--- config.mk ---
export PLATFORM = sky130hd
export DESIGN_NAME = cpu5_ifu
export DESIGN_NICKNAME = d
export VERILOG_FILES = /design/src/rtl/cpu5_ifu_pkg.sv /design/src/rtl/cpu5_adder.sv /design/src/rtl/cpu5_ifu_fifo.sv /design/src/rtl/cpu5_ifu.sv
export SDC_FILE = /design/constraint.sdc
export NUM_CORES = 1
export LEC_CHECK = 0
export ABC_AREA = 1
export BUFFER_PORTS_ARGS = -buffer_cell sky130_fd_sc_hd__buf_2
export CAP_MARGIN = 25
export CORE_MARGIN = 2
export CORE_UTILIZATION = 52
export DETAILED_ROUTE_END_ITERATION = 10
export GPL_TIMING_DRIVEN = 0
export MAX_ROUTING_LAYER = met4
export PLACE_DENSITY = 0.77
export SLEW_MARGIN = 20
export SYNTH_ARGS = -nofsm -noshare
export SYNTH_HDL_FRONTEND = slang
export SYNTH_HIERARCHICAL = 1
export SYNTH_SLANG_ARGS = --single-unit
--- constraint.sdc ---
create_clock -name clk -period 4.9 [get_ports clk]
set_input_delay 0.735 -clock clk [delete_from_list [all_inputs] [get_ports clk]]
set_output_delay 0.735 -clock clk [all_outputs]
set_load 0.03 [all_outputs]
--- src/rtl/cpu5_ifu_pkg.sv ---
// cpu5_ifu_pkg: shared definitions for the CPU5 instruction fetch unit.
// Holds the default address width, the default reset vector, the fetch
// FSM state encoding and the fixed instruction width.
package cpu5_ifu_pkg;

  // Default machine word / address width of the CPU5 core
  localparam int CPU5_XLEN = 32;

  // Default first fetch address after reset
  localparam logic [31:0] CPU5_IFU_RESET_VEC = 32'h0000_0000;

  // Instructions are always one 32-bit word regardless of XLEN
  localparam int CPU5_INSTR_W = 32;

  // Sequential fetch step in bytes
  localparam int CPU5_PC_STEP = 4;

  // Fetch FSM states:
  //   IDLE - buffer full, no request issued
  //   REQ  - request presented, waiting for grant
  //   WAIT - request granted, waiting for read data
  //   DROP - a redirect orphaned the granted request; swallow its data
  typedef enum logic [1:0] {
    IFU_IDLE = 2'd0,
    IFU_REQ  = 2'd1,
    IFU_WAIT = 2'd2,
    IFU_DROP = 2'd3
  } ifu_state_t;

endpackage

--- src/rtl/cpu5_adder.sv ---
// cpu5_adder: shared plain modular adder used across the CPU5 core.
// The sum wraps at 2^WIDTH; no carry out is produced.
module cpu5_adder #(
  parameter int WIDTH = 32
) (
  input  logic [WIDTH-1:0] a,
  input  logic [WIDTH-1:0] b,
  output logic [WIDTH-1:0] sum
);

  assign sum = a + b;

endmodule

--- src/rtl/cpu5_ifu_fifo.sv ---
// cpu5_ifu_fifo: small instruction buffer for the fetch unit.
// DEPTH must be a power of two (>= 2) so the pointers wrap naturally.
// flush has priority over push and pop and empties the buffer in one cycle.
// Storage is reset to zero so the head reads zero straight out of reset.
module cpu5_ifu_fifo #(
  parameter int WIDTH = 64,
  parameter int DEPTH = 2
) (
  input  logic                     clk,
  input  logic                     reset,
  input  logic                     push,
  input  logic                     pop,
  input  logic                     flush,
  input  logic [WIDTH-1:0]         push_data,
  output logic [$clog2(DEPTH):0]   count,
  output logic [WIDTH-1:0]         head
);

  localparam int AW = $clog2(DEPTH);
  localparam int CW = AW + 1;

  logic [WIDTH-1:0] mem [DEPTH];
  logic [AW-1:0]    wr_ptr;
  logic [AW-1:0]    rd_ptr;
  logic             do_push;
  logic             do_pop;

  // Pops never underflow; pushes into a full buffer only land if a pop frees a slot
  assign do_pop  = pop && (count != '0);
  assign do_push = push && ((count != CW'(DEPTH)) || do_pop);

  assign head = mem[rd_ptr];

  // Storage write port; flush suppresses the write so a flushed entry never appears
  always_ff @(posedge clk or posedge reset) begin
    if (reset) begin
      for (int i = 0; i < DEPTH; i++) begin
        mem[i] <= '0;
      end
    end else if (do_push && !flush) begin
      mem[wr_ptr] <= push_data;
    end
  end

  // Pointer and occupancy bookkeeping, flush first
  always_ff @(posedge clk or posedge reset) begin
    if (reset) begin
      wr_ptr <= '0;
      rd_ptr <= '0;
      count  <= '0;
    end else if (flush) begin
      wr_ptr <= '0;
      rd_ptr <= '0;
      count  <= '0;
    end else begin
      if (do_push) begin
        wr_ptr <= wr_ptr + AW'(1);
      end
      if (do_pop) begin
        rd_ptr <= rd_ptr + AW'(1);
      end
      count <= count + CW'(do_push) - CW'(do_pop);
    end
  end

endmodule

--- src/rtl/cpu5_ifu.sv ---
// cpu5_ifu: CPU5 instruction fetch unit.
// Issues one word-aligned fetch at a time, buffers returned instructions
// in cpu5_ifu_fifo and presents the head to decode. A redirect from
// execute flushes the buffer, restarts fetch at the aligned target and
// discards any response still owed for the abandoned request.
// Optional feature: define CPU5_IFU_PERF_EN to build the fetch/flush
// performance counters; otherwise both counter outputs are tied to zero.
module cpu5_ifu
  import cpu5_ifu_pkg::*;
#(
  parameter int              XLEN      = CPU5_XLEN,
  parameter logic [XLEN-1:0] RESET_VEC = XLEN'(CPU5_IFU_RESET_VEC),
  parameter int              DEPTH     = 2
) (
  input  logic                    clk,
  input  logic                    reset,
  output logic                    imem_req,
  output logic [XLEN-1:0]         imem_addr,
  input  logic                    imem_gnt,
  input  logic                    imem_rvalid,
  input  logic [CPU5_INSTR_W-1:0] imem_rdata,
  input  logic                    redirect,
  input  logic [XLEN-1:0]         redirect_pc,
  output logic                    ifu_valid,
  output logic [CPU5_INSTR_W-1:0] ifu_instr,
  output logic [XLEN-1:0]         ifu_pc,
  input  logic                    ifu_ready,
  output logic [31:0]             perf_fetch_cnt,
  output logic [31:0]             perf_flush_cnt
);

  localparam int CW = $clog2(DEPTH) + 1;
  localparam int EW = XLEN + CPU5_INSTR_W;
  localparam logic [XLEN-1:0] PC_STEP = XLEN'(CPU5_PC_STEP);

  ifu_state_t       state;
  logic [XLEN-1:0]  fetch_pc;
  logic [XLEN-1:0]  pc_plus4;
  logic [XLEN-1:0]  redirect_target;
  logic [CW-1:0]    buf_count;
  logic [CW-1:0]    count_post;
  logic [EW-1:0]    buf_head;
  logic             push;
  logic             pop;
  logic             has_room;
  logic             room_after;
  logic             unused_redirect_lsbs;

  // Targets are forced to a word boundary; the dropped low bits go to a named sink
  assign redirect_target      = {redirect_pc[XLEN-1:2], 2'b00};
  assign unused_redirect_lsbs = ^redirect_pc[1:0];

  // Only a response to the live request in WAIT is kept, and a redirect kills it
  assign push = (state == IFU_WAIT) && imem_rvalid && !redirect;
  assign pop  = ifu_valid && ifu_ready;

  // Occupancy after this cycle's push/pop decides whether to keep fetching
  assign count_post = buf_count + CW'(push) - CW'(pop);
  assign has_room   = (buf_count < CW'(DEPTH));
  assign room_after = (count_post < CW'(DEPTH));

  assign imem_addr = fetch_pc;
  assign ifu_valid = (buf_count != '0);
  assign ifu_pc    = buf_head[EW-1:CPU5_INSTR_W];
  assign ifu_instr = buf_head[CPU5_INSTR_W-1:0];

  cpu5_adder #(
    .WIDTH(XLEN)
  ) u_pc_adder (
    .a  (fetch_pc),
    .b  (PC_STEP),
    .sum(pc_plus4)
  );

  cpu5_ifu_fifo #(
    .WIDTH(EW),
    .DEPTH(DEPTH)
  ) u_fifo (
    .clk      (clk),
    .reset    (reset),
    .push     (push),
    .pop      (pop),
    .flush    (redirect),
    .push_data({fetch_pc, imem_rdata}),
    .count    (buf_count),
    .head     (buf_head)
  );

  // Fetch FSM with fetch PC and registered request; redirect overrides normal flow
  always_ff @(posedge clk or posedge reset) begin
    if (reset) begin
      state    <= IFU_IDLE;
      fetch_pc <= RESET_VEC;
      imem_req <= 1'b0;
    end else if (redirect) begin
      fetch_pc <= redirect_target;
      case (state)
        IFU_IDLE: begin
          state    <= IFU_REQ;
          imem_req <= 1'b1;
        end
        IFU_REQ: begin
          if (imem_gnt) begin
            state    <= IFU_DROP;
            imem_req <= 1'b0;
          end else begin
            state    <= IFU_REQ;
            imem_req <= 1'b1;
          end
        end
        IFU_WAIT: begin
          if (imem_rvalid) begin
            state    <= IFU_REQ;
            imem_req <= 1'b1;
          end else begin
            state    <= IFU_DROP;
            imem_req <= 1'b0;
          end
        end
        IFU_DROP: begin
          if (imem_rvalid) begin
            state    <= IFU_REQ;
            imem_req <= 1'b1;
          end else begin
            state    <= IFU_DROP;
            imem_req <= 1'b0;
          end
        end
        default: begin
          state    <= IFU_IDLE;
          imem_req <= 1'b0;
        end
      endcase
    end else begin
      case (state)
        IFU_IDLE: begin
          if (has_room) begin
            state    <= IFU_REQ;
            imem_req <= 1'b1;
          end
        end
        IFU_REQ: begin
          if (imem_gnt) begin
            state    <= IFU_WAIT;
            imem_req <= 1'b0;
          end
        end
        IFU_WAIT: begin
          if (imem_rvalid) begin
            fetch_pc <= pc_plus4;
            if (room_after) begin
              state    <= IFU_REQ;
              imem_req <= 1'b1;
            end else begin
              state    <= IFU_IDLE;
              imem_req <= 1'b0;
            end
          end
        end
        IFU_DROP: begin
          if (imem_rvalid) begin
            state    <= IFU_REQ;
            imem_req <= 1'b1;
          end
        end
        default: begin
          state    <= IFU_IDLE;
          imem_req <= 1'b0;
        end
      endcase
    end
  end

`ifdef CPU5_IFU_PERF_EN
  logic flush_discards;

  // A redirect only counts as a flush if it throws away a buffered or granted fetch
  assign flush_discards = redirect &&
                          ((buf_count != '0) ||
                           (state == IFU_WAIT) ||
                           ((state == IFU_REQ) && imem_gnt));

  // Free-running event counters, wrapping at 2^32
  always_ff @(posedge clk or posedge reset) begin
    if (reset) begin
      perf_fetch_cnt <= '0;
      perf_flush_cnt <= '0;
    end else begin
      perf_fetch_cnt <= perf_fetch_cnt + 32'(push);
      perf_flush_cnt <= perf_flush_cnt + 32'(flush_discards);
    end
  end
`else
  assign perf_fetch_cnt = '0;
  assign perf_flush_cnt = '0;
`endif

endmodule

==> results of run 1 <==
[power by group]
| part | switching, mW | leakage [nW] | internal [mW] |
|---|---|---|---|
| logic | 1.69 | 5.47 | 0.747 |
| registers | 0.261 | 2.20 | 1.70 |
| clock network | 0.605 | 0.276 | 0.714 |
| total | 2.56 | 7.94 | 3.16 |
[state kept, by name, indices dropped and copies added (netlist names)]
name	flops
imem_addr	32
imem_req	1
state	2
u_fifo/count	2
u_fifo/mem	128
u_fifo/rd_ptr	1
u_fifo/wr_ptr	1
[cells by family after synthesis]
group,count (synthesis)
AO/OA/AOI/OAI,62
adder cells (fa/ha/maj),35
buffers and inverters,277
flip-flops,167
AND/OR/NAND/NOR,995
other,2
XOR/XNOR,16
[worst max-delay path, stage by stage (launching register included)]
cell and delay (ns):
dfrtp_1 0.38, inv_1 0.06, buf_2 0.26, buf_2 0.29, nand2_1 0.08, nand2_1 0.12
buf_2 0.22
[cell type report]
type	count	share of cell area [%]
clock buffers	18	3.29
plain buffers	143	7.08
clock inverters	14	1.07
repair buffers	166	6.55
inverters	134	3.95
flip-flops and latches	167	32.1
well taps	270	2.59
multi-input cells	1205	43.4
[final timing paths]
kind	end	startpoint	cells after the start
max	ifu_pc[14]	u_fifo/rd_ptr$_DFFE_PP0P_	6
min	u_fifo/mem[35]$_DFFE_PP0P_	reset	2
max reg2reg	u_fifo/count[1]$_DFF_PP0_	state[0]$_DFFE_PP0P_	14
min reg2reg	u_fifo/mem[98]$_DFFE_PP0P_	u_fifo/mem[98]$_DFFE_PP0P_	2
max in group asynchronous	u_fifo/mem[116]$_DFFE_PP0P_	reset	3
min in group clk	u_fifo/mem[98]$_DFFE_PP0P_	u_fifo/mem[98]$_DFFE_PP0P_	2
[routing by layer]
metal	wire [um]	up-vias	track usage [%]
li1	-	5342	-
met1	13300	4992	37.2
met2	15600	394	49.4
met3	1960	49	3.70
met4	762	0	9.19
met5	0	-	-
[stage by stage]
| step | TNS [ns] | hold WS, ns | std cells |
|---|---|---|---|
| 2_1_floorplan | 0 | 0.442 | 1649 |
| 3_3_place_gp | -114.66 | 0.453 | 2084 |
| 3_5_place_dp | 0 | 0.458 | 2085 |
| 4_1_cts | 0 | 0.256 | 2117 |
| 5_1_grt | 0 | 0.272 | 2117 |
| 6_report | 0 | 0.261 | 2117 |
[layout by cell type (no fill, tap or decap), types with 3 or more instances in the layout]
cell type  synthesis  layout
nor2_2             4       4
nand3_1           34      34
buf_6              3       3
ha_1              34      34
a22oi_2           15      15
a22oi_1            9       9
clkbuf_16          0      17
conb_1             2      97
inv_6              0       5
inv_8              0       3
inv_1            127     125
a21oi_1           21      21
nand2_1          749     749
nand3_2            6       6
dfrtp_1          167     167
nand4_1          131     131
nor3_1             4       4
nor2_1            47      47
clkbuf_1           3       4
buf_4             78      78
inv_2              5       6
nand2_2           15      15
buf_2             57     222
a31oi_1            6       6
xor2_1            14      14
o21ai_0            3       3
==> metrics, run 1 <==
Post-synth top cells=nand2_1 (749), dfrtp_1 (167), nand4_1 (131), inv_1 (127), buf_4 (78); H-tree depth=4; cts bufs inserted=17; Antenna diodes=0; number of synthesized register bits=approximately 170; clk slew on worst S/H paths=roughly 0.070 ns; # DRC=0; number of synthesized flops with an enable pin=0; Die Wd=between 100 and 150 um; Pwr per Cell Area=about 440 nW/um^2; initial antenna violation count=0; Synth Area in XOR/XNOR=under 10%; Yosys top cell by area=dfrtp_1; max-cap viol count=0; fmax=roughly 390 MHz; actual slew at the worst max-slew pin=slightly below 0.8 ns; RSZ-0062 raised after global routing=false; largest family of logic cells by synthesized area=simple AND/OR/NAND/NOR gates; Synth Area per Inst=7.02 um^2; adder-cell share of the synthesized area=under 10%; Cells after Synth=1554; Crit path required time=4.16 ns; routed len/inst=approximately 15 um; Via Count=between 10000 and 15000; Synth Area in Compound Gates=around 4.4%; Synth Cell Area=about 11000 um^2; hold-fix buffers at CTS=0; Power Total=5.72 mW; Seq/Total Area, Yosys=a little under two fifths; row cnt=52; Fin. Hold Viols=0; Post-Route Skew=between 0.01 and 0.015 ns; DRT Pass-1 Iters=5; share of cells above drive strength 1=around a fifth; Starting DRT DRC Count=~800; leading cell type by number of instances after synthesis=nand2_1; crit path max fanout=10; area growth from synthesis to layout=19.5%; fin util=63.8%; final instance area=between 10000 and 15000 um^2; Reg2Reg Setup Slack=around 2.4 ns; Setup-failing EPs final=0; clk buf depth=2; IO Pins=around 230; Critical Path AT=roughly 1.9 ns; final setup margin=2.31 ns; first-pass GRT wire length=roughly 50000 um; Clock Sinks=roughly 170; Peak VDD IR=roughly 0.26 mV; vias in the first global route=~10000; Post-CTS Setup Inserts=0; post-synthesis mux area share=0%; FILL cells=1903; nets=roughly 1900; Placeable Area=20400 um^2; gr ovfl total=0; cells taking the most area after synthesis=dfrtp_1 (38%), nand2_1 (26%), nand4_1 (7.5%), buf_4 (5.4%), inv_1 (4.4%); largest net degree at the start of global routing=between 100 and 150; DP Wirelength=23500 um; startpoint types=flip-flop; Port Buffer Count=165; hold crit path type=primary input to asynchronous set/reset pin; nature of the critical path endpoint=output pin; DR vias/cell=5.09; root buf cell=clkbuf_16; yosys warns=6; clk_lat worst skew=~0.43 ns; GRT Util Overall=approximately 29%; Routed Wire Length=roughly 32000 um; Die Span Y=between 100 and 150 um; Final min period=between 2 and 3 ns; Reg area=between 4000 and 5000 um^2; fin crit share=52.8%; die area=~22000 um^2; Main synth FF type=dfrtp_1; outcome=finished, final reports clean; CP Class=flip-flop to output pin; Setup WS pre-CTS=between 1.5 and 2 ns; cells resized by post-CTS repair=0; gpl congestion=~0.94; Distinct cells, synth=37; Synth Area in Simple Gates=38.7%; Slew Viols, Final=0; Post-synth ARST share=100%; initial core utilization=~53%; CTS tree=built; static leakage=a little under 8 nW; area of the multi-input gates=around 5700 um^2; placed inst area=roughly 12000 um^2; worst relative slew slack=48.4%; top-area cell type share of the netlist area=a little under two fifths; antenna-violating nets left=0
Power figures use the tool's default switching activity.
==> run 2: changes to the inputs <==
==> constraint.sdc (replaced) <==
create_clock -name clk -period 2.6 [get_ports clk]
set_input_delay 0.39 -clock clk [delete_from_list [all_inputs] [get_ports clk]]
set_output_delay 0.39 -clock clk [all_outputs]
set_load 0.03 [all_outputs]
==> metrics, run 2 (synthesized netlist as in run 1, its figures left out) <==
Post-CTS Setup Inserts=0; gpl congestion=0.938; FILL cells=about 1900; worst relative slew slack=between 50% and 60%; routed len/inst=15.1 um; most frequent cell on the critical path=buf_2; fmax=between 400 and 500 MHz; Clock Sinks=approximately 170; share of cells above drive strength 1=a little over a fifth; area growth from synthesis to layout=21.0%; largest net degree at the start of global routing=34; slowest library cell on the worst path=dfrtp_1; Port Buffer Count=between 150 and 200; Slew Viols, Final=0; CTS tree=built; fin util=64.6%; gr ovfl total=0; # DRC=0; H-tree depth=4; max FFs per register=between 100 and 150; placed inst area=approximately 13000 um^2; Die Span Y=approximately 150 um; final setup margin=~0.33 ns; Final min period=approximately 2.3 ns; first-pass GRT wire length=between 50000 and 60000 um; worst-path cell chain=inv_1 > buf_2 > buf_2 > nand2_1 > nand2_1 > buf_2; die area=about 22000 um^2; nets=approximately 1900; antenna-violating nets left=0; Die Wd=149 um; CP Class=flip-flop to output pin; Via Count=approximately 11000; CP Buf/Inv Count=4; Largest delay share family, worst path=buffers and inverters; Starting DRT DRC Count=880; clk buf depth=2; CP max stage delay=between 0.3 and 0.4 ns; startpoint types=flip-flop; Setup WS pre-CTS=-0.0250 ns; clk slew on worst S/H paths=~0.070 ns; DRT Pass-1 Iters=7; initial antenna violation count=0; clk_lat worst skew=approximately 0.44 ns; most frequent cells in the layout=nand2_1 (749), buf_2 (220), dfrtp_1 (166); vias in the first global route=10300; final instance area=approximately 13000 um^2; Routed Wire Length=32000 um; max-cap viol count=0; GRT Util Overall=30.2%; Crit path required time=2.21 ns; actual slew at the worst max-slew pin=around 0.7 ns; Post-Route Skew=just over 0.01 ns; crit path max fanout=10; Pwr per Cell Area=approximately 840 nW/um^2; Reg with most FFs=u_fifo/mem; outcome=finished, final reports clean; hold crit path type=primary input to flip-flop; area of the multi-input gates=approximately 5700 um^2; Post-Layout Cell Count=2121; commonest non-fill, non-tap cell in the layout=nand2_1; initial core utilization=between 50 and 60%; fin crit share=approximately 87%; cts bufs inserted=17; Fin. Hold Viols=0; RSZ-0062 raised after global routing=false; Peak VDD IR=roughly 0.5 mV; Antenna diodes=0; DR vias/cell=just over 5; Reg area=~4200 um^2; DP Wirelength=approximately 24000 um; root buf cell=clkbuf_16; post-placement cell count=between 2000 and 2500; IO Pins=232; static leakage=8.00 nW; Setup-failing EPs final=0; nature of the critical path endpoint=output pin; Placeable Area=20400 um^2; row cnt=52; Critical Path AT=between 1.5 and 2 ns
## run 2: cell count changes in the layout (fill, tap and decap cells not counted), sizes merged
| cell | before | now |
|---|---|---|
| clkinv | 4 | 2 |
| buf | 306 | 309 |
| clkbuf | 21 | 20 |
| dlygate4sd3 | 0 | 1 |
| clkinvlp | 2 | 4 |
| inv | 141 | 139 |
| bufinv | 1 | 4 |
## run 2: path summary, 6_finish.rpt
check	from	endpoint	slack, ns	cells after the start
max	u_fifo/rd_ptr$_DFFE_PP0P_	ifu_pc[15]	0.33	6
min	redirect_pc[7]	imem_addr[7]$_DFFE_PP0P_	0.18	3
max reg2reg	state[0]$_DFFE_PP0P_	u_fifo/count[1]$_DFF_PP0_	0.35	13
min reg2reg	u_fifo/mem[126]$_DFFE_PP0P_	u_fifo/mem[126]$_DFFE_PP0P_	0.47	2
max in group asynchronous	reset	u_fifo/mem[59]$_DFFE_PP0P_	1.17	5
min in group asynchronous	reset	state[1]$_DFFE_PP0P_	0.52	3
## run 2: where the power goes
part           switching (mW)  internal, mW  total, mW
sequential              0.491          3.21       3.70
combinational            3.21          1.42       4.63
clock                    1.14          1.63       2.77
## run 2: routing by layer
metal / share of wire, % / track usage, % / vias up
met1: 41 / 37.8 / 5100
met2: 49 / 49.8 / 403
met4: 3.2 / 12.1 / 0
met5: 0 / - / -
li1: - / - / 5359
met3: 7.3 / 4.22 / 68
## run 2: through the flow
step	hold slack (ns)	TNS, ns	power (mW)
after floorplan	0.442	0	6.98
after global placement	0.453	-42.83	8.14
after CTS	0.171	0	11.0
after detailed placement	0.449	-0.0456	8.24
final	0.177	0	11.1
after global routing	0.176	0	11.8
## run 2: what timing repair did
item | CTS | global route
resized for setup | 0 | 3
hold endpoints to repair | 17 | 0
endpoints found under the setup margin | 0 | 2
hold buffers | 1 | 0
## run 2: final cells by class
| class | instances | area share (%) |
|---|---|---|
| flip-flops and latches | 167 | 31.7 |
| inverters | 134 | 3.88 |
| clock buffers | 17 | 3.22 |
| multi-input cells | 1205 | 42.9 |
| clock inverters | 15 | 1.62 |
| well taps | 270 | 2.56 |
| repair buffers | 171 | 7.20 |
| plain buffers | 142 | 6.98 |
## run 2: tightest hold or removal path: stages
cell     delay [ns]
buf_2          0.08
a22oi_2        0.06
nand2_1        0.05
